File: src/rtl/ctrl_pkg.sv
// Shared decode types for the fetch/decode/execute path: opcodes, ALU operations,
// the control-word layout and the accumulator state names.
package ctrl_pkg;

  localparam logic RUN = 1'b0;
  localparam logic PUT = 1'b1;

  typedef enum logic [4:0] {
    OP_LDI  = 5'h00, OP_LOAD = 5'h01, OP_STORE = 5'h02, OP_ADD  = 5'h03,
    OP_SUB  = 5'h04, OP_XOR  = 5'h05, OP_OR    = 5'h06, OP_AND  = 5'h07,
    OP_JUMP = 5'h08, OP_BEQ  = 5'h09, OP_BLT   = 5'h0A, OP_BGT  = 5'h0B,
    OP_SHL  = 5'h0C, OP_SHR  = 5'h0D, OP_USUB  = 5'h0E, OP_SLT  = 5'h0F,
    OP_SGT  = 5'h10, OP_UADD = 5'h11
  } opcode_e;

  typedef enum logic [3:0] {
    ALU_AND  = 4'h0, ALU_XOR  = 4'h1, ALU_OR   = 4'h2, ALU_SHL  = 4'h3,
    ALU_SHR  = 4'h4, ALU_ADD  = 4'h5, ALU_SUB  = 4'h6, ALU_BLT  = 4'h7,
    ALU_BGT  = 4'h8, ALU_BEQ  = 4'h9, ALU_USUB = 4'hA, ALU_SLT  = 4'hB,
    ALU_SGT  = 4'hC, ALU_UADD = 4'hD, ALU_NOP  = 4'hF
  } alu_op_e;

  typedef struct packed {
    alu_op_e alu_op;
    logic    reg_write;
    logic    mem_to_reg;
    logic    mem_write;
    logic    branch;
    logic    imm_to_reg;
  } ctrl_t;

  localparam ctrl_t CTRL_DEFAULT = '{alu_op: ALU_NOP, reg_write: 1'b1, mem_to_reg: 1'b0,
                                     mem_write: 1'b0, branch: 1'b0, imm_to_reg: 1'b0};
  localparam ctrl_t CTRL_RESET   = '{alu_op: ALU_NOP, reg_write: 1'b0, mem_to_reg: 1'b0,
                                     mem_write: 1'b0, branch: 1'b0, imm_to_reg: 1'b0};

  typedef enum logic [1:0] {ACC_EMPTY = 2'd0, ACC_ACCUM = 2'd1, ACC_FULL = 2'd2} acc_state_e;

endpackage

File: src/rtl/op_decode.sv
// Combinational opcode decoder; shared with the disassembler/trace monitor.
module op_decode
  import ctrl_pkg::*;
#(
  parameter int OPW = 5
) (
  input  logic [OPW-1:0] opcode,
  output ctrl_t          ctrl,
  output logic           illegal
);

  // Opcode to control-word map; out-of-range opcodes still issue as a non-writing NOP.
  always_comb begin
    ctrl    = CTRL_DEFAULT;
    illegal = 1'b0;
    if (opcode > OPW'(5'h11)) begin
      illegal        = 1'b1;
      ctrl.reg_write = 1'b0;
    end else begin
      case (opcode_e'(opcode[4:0]))
        OP_LDI:   ctrl.imm_to_reg = 1'b1;
        OP_LOAD:  ctrl.mem_to_reg = 1'b1;
        OP_STORE: begin ctrl.mem_write = 1'b1; ctrl.reg_write = 1'b0; end
        OP_ADD:   ctrl.alu_op = ALU_ADD;
        OP_SUB:   ctrl.alu_op = ALU_SUB;
        OP_XOR:   ctrl.alu_op = ALU_XOR;
        OP_OR:    ctrl.alu_op = ALU_OR;
        OP_AND:   ctrl.alu_op = ALU_AND;
        OP_JUMP:  begin ctrl.branch = 1'b1; ctrl.reg_write = 1'b0; end
        OP_BEQ:   begin ctrl.alu_op = ALU_BEQ; ctrl.reg_write = 1'b0; end
        OP_BLT:   begin ctrl.alu_op = ALU_BLT; ctrl.reg_write = 1'b0; end
        OP_BGT:   begin ctrl.alu_op = ALU_BGT; ctrl.reg_write = 1'b0; end
        OP_SHL:   ctrl.alu_op = ALU_SHL;
        OP_SHR:   ctrl.alu_op = ALU_SHR;
        OP_USUB:  ctrl.alu_op = ALU_USUB;
        OP_SLT:   begin ctrl.alu_op = ALU_SLT; ctrl.reg_write = 1'b0; end
        OP_SGT:   begin ctrl.alu_op = ALU_SGT; ctrl.reg_write = 1'b0; end
        OP_UADD:  ctrl.alu_op = ALU_UADD;
        default:  ctrl = CTRL_DEFAULT;
      endcase
    end
  end

endmodule

File: src/rtl/decode_stage.sv
// Registered decode stage: valid/ready handshake, put-immediate accumulator and
// output register feeding execute.
module decode_stage
  import ctrl_pkg::*;
#(
  parameter int IW        = 9,
  parameter int OPW       = 5,
  parameter int VW        = 8,
  parameter int PUT_SLOTS = 2,
  parameter int PCW       = 12
) (
  input  logic                             clk,
  input  logic                             rst_n,
  input  logic                             in_valid,
  output logic                             in_ready,
  input  logic [IW-1:0]                    in_instr,
  input  logic [PCW-1:0]                   in_pc,
  input  logic                             flush,
  output logic                             out_valid,
  input  logic                             out_ready,
  output ctrl_t                            out_ctrl,
  output logic [VW*PUT_SLOTS-1:0]          out_imm,
  output logic [PCW-1:0]                   out_pc,
  output logic                             out_illegal,
  output logic [$clog2(PUT_SLOTS+1)-1:0]   put_cnt,
  output logic                             put_ovf
);

  localparam int IMMW = VW * PUT_SLOTS;
  localparam int CW   = $clog2(PUT_SLOTS + 1);

  ctrl_t          dec_ctrl;
  logic           dec_illegal;
  logic           accept;
  logic           is_put;
  acc_state_e     acc_state;
  logic [IMMW-1:0] acc, acc_next;
  logic [CW-1:0]  put_cnt_next;
  logic           put_ovf_next;
  logic           out_valid_next;
  ctrl_t          out_ctrl_next;
  logic [IMMW-1:0] out_imm_next;
  logic [PCW-1:0] out_pc_next;
  logic           out_illegal_next;

  op_decode #(.OPW(OPW)) u_op_decode (
    .opcode  (in_instr[OPW:1]),
    .ctrl    (dec_ctrl),
    .illegal (dec_illegal)
  );

  assign in_ready = !flush && (!out_valid || out_ready);
  assign accept   = in_valid && in_ready;
  assign is_put   = (in_instr[0] == PUT);

  // Accumulator state is a view of put_cnt rather than a separate register.
  always_comb begin
    if (put_cnt == '0) begin
      acc_state = ACC_EMPTY;
    end else if (put_cnt == CW'(PUT_SLOTS)) begin
      acc_state = ACC_FULL;
    end else begin
      acc_state = ACC_ACCUM;
    end
  end

  // Next-state: flush dominates, then put/run acceptance layered over the output handoff.
  always_comb begin
    acc_next         = acc;
    put_cnt_next     = put_cnt;
    put_ovf_next     = put_ovf;
    out_valid_next   = out_valid;
    out_ctrl_next    = out_ctrl;
    out_imm_next     = out_imm;
    out_pc_next      = out_pc;
    out_illegal_next = out_illegal;
    if (flush) begin
      out_valid_next = 1'b0;
      acc_next       = '0;
      put_cnt_next   = '0;
      put_ovf_next   = 1'b0;
    end else begin
      out_valid_next = out_valid && !out_ready;
      if (accept && is_put) begin
        acc_next = (acc << VW) | IMMW'(in_instr[VW:1]);
        case (acc_state)
          ACC_FULL: put_ovf_next = 1'b1;
          default:  put_cnt_next = put_cnt + CW'(1);
        endcase
      end else if (accept) begin
        out_valid_next   = 1'b1;
        out_ctrl_next    = dec_ctrl;
        out_imm_next     = acc;
        out_pc_next      = in_pc;
        out_illegal_next = dec_illegal;
        acc_next         = '0;
        put_cnt_next     = '0;
      end else begin
        acc_next = acc;
      end
    end
  end

  // State and output registers.
  always_ff @(posedge clk or negedge rst_n) begin
    if (!rst_n) begin
      acc         <= '0;
      put_cnt     <= '0;
      put_ovf     <= 1'b0;
      out_valid   <= 1'b0;
      out_ctrl    <= CTRL_RESET;
      out_imm     <= '0;
      out_pc      <= '0;
      out_illegal <= 1'b0;
    end else begin
      acc         <= acc_next;
      put_cnt     <= put_cnt_next;
      put_ovf     <= put_ovf_next;
      out_valid   <= out_valid_next;
      out_ctrl    <= out_ctrl_next;
      out_imm     <= out_imm_next;
      out_pc      <= out_pc_next;
      out_illegal <= out_illegal_next;
    end
  end

endmodule

File: config.mk
export PLATFORM = sky130hd
export DESIGN_NAME = decode_stage
export DESIGN_NICKNAME = d
export VERILOG_FILES = /design/src/rtl/ctrl_pkg.sv /design/src/rtl/op_decode.sv /design/src/rtl/decode_stage.sv
export SDC_FILE = /design/constraint.sdc
export NUM_CORES = 1
export LEC_CHECK = 0
export BUFFER_PORTS_ARGS = -buffer_cell sky130_fd_sc_hd__buf_2
export CORE_UTILIZATION = 53
export CTS_CLUSTER_SIZE = 28
export DETAILED_ROUTE_END_ITERATION = 6
export PLACE_DENSITY = 0.82
export SETUP_SLACK_MARGIN = 0.1
export SYNTH_ARGS = -nofsm -noshare
export SYNTH_HDL_FRONTEND = slang
export SYNTH_SLANG_ARGS = --single-unit
File: constraint.sdc
create_clock -name clk -period 3.75 [get_ports clk]
set_input_delay 0.1875 -clock clk [delete_from_list [all_inputs] [get_ports clk]]
set_output_delay 0.1875 -clock clk [all_outputs]
set_load 0.02 [all_outputs]
Word level (Yosys, flattened, before mapping):

Cells that the tools add are included.

* bits in registers: 58
* bits of input ports: 26
* word-level logic and storage cells: 80

* add/subtract/negate cells: 1
* magnitude comparators: 1
* equality and inequality tests: 20
* mux-type cells: 25
* bitwise operators: 3
* reduce and logical (&&, ||, !) cells: 17

Operator list (count)
* case mux 4 bit (14 select lines): 1
* two-way mux 16 bit: 3
* equality test 5 x 4 -> 1 bit, second input constant: 8
* equality test 5 x 3 -> 1 bit, second input constant: 4
* bitwise OR 16 x 8 -> 16 bit: 1
* two-way mux 1 bit: 13
* two-way mux 2 bit: 6
* equality test 5 x 2 -> 1 bit, second input constant: 2
* equality test 5 bit, second input constant: 2
* two-way mux 4 bit: 2
* OR reduction 7 bit: 1
* equality test 5 x 1 -> 1 bit, second input constant: 1
* greater-than comparator 5 bit, second input constant: 1
* zero test 5 bit: 1
* equality test 2 bit, second input constant: 2
* logical AND 1 bit: 4
* AND reduction 2 bit: 2
* nonzero test 2 bit: 2
* zero test 1 bit: 3
* != test 3 bit, second input constant: 1
* AND reduction 3 bit: 1
* nonzero test 3 bit: 1
* adder 2 x 1 -> 2 bit, second input constant: 1
* zero test 2 bit: 1
* 2 further kinds: 3

Longest topological paths before layout:

* depth in word-level cells: 7
* depth in mapped cells: 6
* mapped depth without buffers: 4

Hierarchy:

From an unflattened synthesis, not the netlist that was laid out.

* cells, all modules: 185
* area total of the unflattened synthesis: 2610.0 um2

By module, submodules not included
* decode_stage: times used 1, cells each 143, area each 2336.0 um2
* op_decode: times used 1, cells each 42, area each 274.0 um2

Worst setup path before layout:

Ideal clock, no wire load.

* path type: register to register
* start: register out_valid
* end: register out_imm[10]
* arrival time: 1.411 ns
* required time: 3.623 ns
* setup slack: 2.212 ns
* cell stages (with the launch flop): 6
* period minus slack after synthesis: 1.538 ns
* cell sequence: dfrtp_1 > nor2b_4 > nor3_2 > buf_4 > buf_6 > mux2_1

* word-level cells in the longest chain between the ends: 7

Ends and longest elaborated chain
* start: declaration: RTL line decode_stage.sv:19 `output logic out_valid,`
* start signal: assignment: RTL line decode_stage.sv:119 `out_valid <= out_valid_next;`
* zero test 1 bit (*): RTL line decode_stage.sv:52 `assign in_ready = !flush && (!out_valid || out_ready);`
* logical OR 1 bit (*): RTL line decode_stage.sv:52
* logical AND 1 bit (*): RTL line decode_stage.sv:52
* logical AND 1 bit (*): RTL line decode_stage.sv:53 `assign accept = in_valid && in_ready;`
* logical AND 1 bit: RTL line decode_stage.sv:84 `if (accept && is_put) begin`
* inverter 1 bit (no line)
* AND reduction 3 bit (no line) (*)
* end signal: assignment: RTL line decode_stage.sv:121 `out_imm <= out_imm_next;`
* end: declaration: RTL line decode_stage.sv:22 `output logic [VW*PUT_SLOTS-1:0] out_imm,`

Mark *: on every way between the ends. The rest lies on a longest branch, timed or not.
A chain may end at the register's enable or synchronous reset.

Worst setup path in the final report:

* start: register out_valid
* end: register out_imm[4]

Same word-level chain as after synthesis.

==> out/metrics.csv <==
stage;metric;value;unit
synth;yosysWarnings;0;
clock_tree;cts_sinks;58;
clock_tree;postCtsSetupRepairBufs;0;
synth;netlist_area;0.00241;mm^2
clock_tree;cts_tree;yes;
worst_setup_path;crit_chain;nor2b_4 > nor3_4 > buf_4 > mux2_2;
die;start_util;55.3;%
clock_tree;cts_made_buffers;9;
route;drt_wl_total;4510;um
global_routing;grt_pass1_wl;7780;um
global_routing;gr-total-overflow;0;
cells_and_area;stdcell_count;309;
cells_and_area;multi_input_area;850;um^2
power;powerDensity;528;mW/mm^2
route;avgRoutedWirePerCell;14.6;um
synth;ys.flop_type;dfrtp_1;
flow_run;maxCapViolCount;0;
worst_setup_path;r2r_cells;4;
power;vdd_drop_max;340;uV
synth;synth_async_sr_flop_share;100;%
worst_setup_path;r2r_end;out_imm[4];
outcome;violations;hold timing;
timing;finalSetupTns;0;ns
worst_setup_path;r2r_start;out_valid;
timing;relSlewSlack;47.5;%
synth;ys_ff_latch;58;
synth;syn_inst;184;
placed_design;placed_cell_area;0.00276;mm^2
clock_tree;clkTransAtPathRegs;0.06;ns
die;std_cell_rows;24;
timing;fin_hold_ws;-0.00371;ns
route;drcViolationCount;0;
worst_setup_path;crit_arrival;2.03;ns
power;leakagePower;1.52;nW
cells_and_area;nFillCells;328;
placed_design;port_buffers;68;
cells_and_area;final_cell_area;0.00298;mm^2
synth;syn_area_per_cell;13.1;um^2
die;coreArea;0.00435;mm^2
worst_setup_path;crit_required;3.96;ns
placed_design;place_congestion;0.790;
worst_setup_path;rrSetupSlack;1.93;ns
cells_and_area;fin_nets;279;
die;die_h;69.4;um
worst_setup_path;worst_setup_path_end_kind;flip-flop;
timing;rsz0062_at_grt;false;
timing;tightest_slew;0.787;ns
timing;setup_violations;0;
synth;synth_edf_count;0;
timing;hold_viol_final;9;
timing;fin_crit;1.82;ns
die;dieArea;0.00482;mm^2
clock_tree;cts.repair.resized;0;
route;detail-route-antenna-nets;0;
route;drtPass1Iterations;5;
route;viasPerCell;5.42;
route;vias;1675;
worst_setup_path;crit_slowest_cell;buf_4;
timing;slew_violations;0;
placed_design;dp_hpwl;2860;um
global_routing;grt_antenna_before_repair;0;
cells_and_area;drive_above_1_share;42.8;%
timing;fin_crit_sh;48.5;%
placed_design;dp.cells;293;
clock_tree;cts_root_buf;clkbuf_8;
global_routing;grt_pass1_vias;1619;
timing;max_freq;549;MHz
worst_setup_path;cp_max_fo;43;
worst_setup_path;critPathLaunchType;flip-flop;
outcome;status;complete, but fails checks;
cells_and_area;area_growth;23.7;%
global_routing;track_usage;21.0;%
clock_tree;insertion_delay;0.33;ns
route;drt_iter0_drc;86;
worst_setup_path;criticalPathCategory;reg -> reg;
die;die_w;69.4;um
synth;ys_types;36;
synth;synth-seq-area-share;60.5;%
worst_setup_path;slowest_delay;0.48;ns
worst_hold_path;hold_class;in -> async;
clock_tree;clock_path_buffers;2;
timing;worst_clock_skew;0.00553;ns
clock_tree;postCtsHoldBufs;0;
cells_and_area;antenna_cells;0;
global_routing;grt_max_degree;59;
cells_and_area;final_util;68.4;%
die;ios;69;
cells_and_area;seq_area;0.00146;mm^2
synth;postSynthNetCount;211;
clock_tree;htree_levels;3;
## registers in the layout, indices dropped and copies added, names as in the netlist
register	count
acc	16
out_ctrl	9
out_illegal	1
out_imm	16
out_pc	12
out_valid	1
put_cnt	2
put_ovf	1
## synth_stat cells (2+ instances only)
cell | number | area [um^2]
buf_2 | 6 | 30.0
mux2_2 | 17 | 191
mux2i_1 | 2 | 20.0
a21oi_1 | 4 | 20.0
nor2_1 | 7 | 26.3
o21ai_0 | 8 | 40.0
dfstp_2 | 4 | 105
or3_1 | 2 | 12.5
nand3_1 | 4 | 20.0
nand2b_1 | 3 | 18.8
nand2_1 | 6 | 22.5
buf_6 | 2 | 22.5
a31oi_1 | 3 | 18.8
dfrtp_1 | 54 | 1350
inv_1 | 9 | 33.8
mux2_1 | 13 | 146
nor3_1 | 3 | 15.0
a22o_1 | 16 | 140
clkbuf_1 | 4 | 15.0
## final cells by class
cell class,instances,share of cell area [%]
Timing Repair Buffer,70,11.9
Clock inverter,5,2.60
Sequential cell,58,48.9
Multi-Input combinational cell,104,28.5
Clock buffer,11,4.75
Tap cell,52,2.18
Inverter,9,1.13
## routing by layer
metal | up-vias | wire length [um] | share of wire (%) | global-route usage (%)
met5 | - | 0 | 0 | 0
met4 | 0 | 74 | 1.6 | 8.62
met3 | 9 | 235 | 5.2 | 7.27
met2 | 51 | 2100 | 47 | 30.9
met1 | 823 | 2090 | 46 | 28.8
li1 | 792 | - | - | -
## through the flow
stage | setup WS [ns] | power [mW]
2_1_floorplan | 2.21 | 0.871
3_3_place_gp | 1.96 | 0.956
3_5_place_dp | 1.90 | 0.964
4_1_cts | 1.89 | 1.59
5_1_grt | 1.79 | 1.65
6_report | 1.93 | 1.57
## worst max-delay path by stage
stage	start	end	slack (ns)	cells after the start
after CTS	out_valid	out_pc[10]	1.89	4
after detailed placement	out_valid	out_pc[10]	1.90	4
after global routing	out_valid	out_pc[10]	1.79	4
final	out_valid	out_imm[4]	1.93	4
after floorplan	out_valid	out_imm[10]	2.21	5
after global placement	out_valid	out_imm[15]	1.96	4
## kinds of logic (layout without fill, tap and decap cells)
| logic type | Yosys count | count (layout) | share of synthesized area, % |
|---|---|---|---|
| and+or+nand+nor | 32 | 32 | 7.64 |
| buffers and inverters | 22 | 95 | 4.52 |
| AOI/OAI and AO/OA | 37 | 37 | 11.2 |
| xor gates and xnor gates | 1 | 1 | 0.364 |
| adders and majority gates | 2 | 2 | 0.935 |
| muxes | 32 | 32 | 14.9 |
| DFF | 58 | 58 | 60.5 |
## critical path: cells and delay by family, from the launching register on
kind | cells | cell delay (ns)
muxes | 1 | 0.39
DFF | 1 | 0.39
buffers and inverters | 1 | 0.48
and+or+nand+nor | 2 | 0.42
## placed cells by master (no fill, tap or decap), types with 3 or more instances in the layout
cell,count
a22o_1,16
inv_1,9
a31oi_1,3
o21ai_0,8
buf_2,68
dfstp_2,4
mux2_1,13
mux2_2,17
dfrtp_1,54
nor3_1,3
clkbuf_8,10
nand2b_1,3
nor2_1,7
a21oi_1,4
nand3_1,4
nand2_1,6
## power breakdown
part | switching [mW] | leakage, nW | internal, mW | total [mW]
logic | 0.146 | 0.656 | 0.0913 | 0.238
registers | 0.0266 | 0.760 | 0.685 | 0.712
clock network | 0.235 | 0.109 | 0.390 | 0.625
No activity file was read; power rests on OpenSTA's default activity.
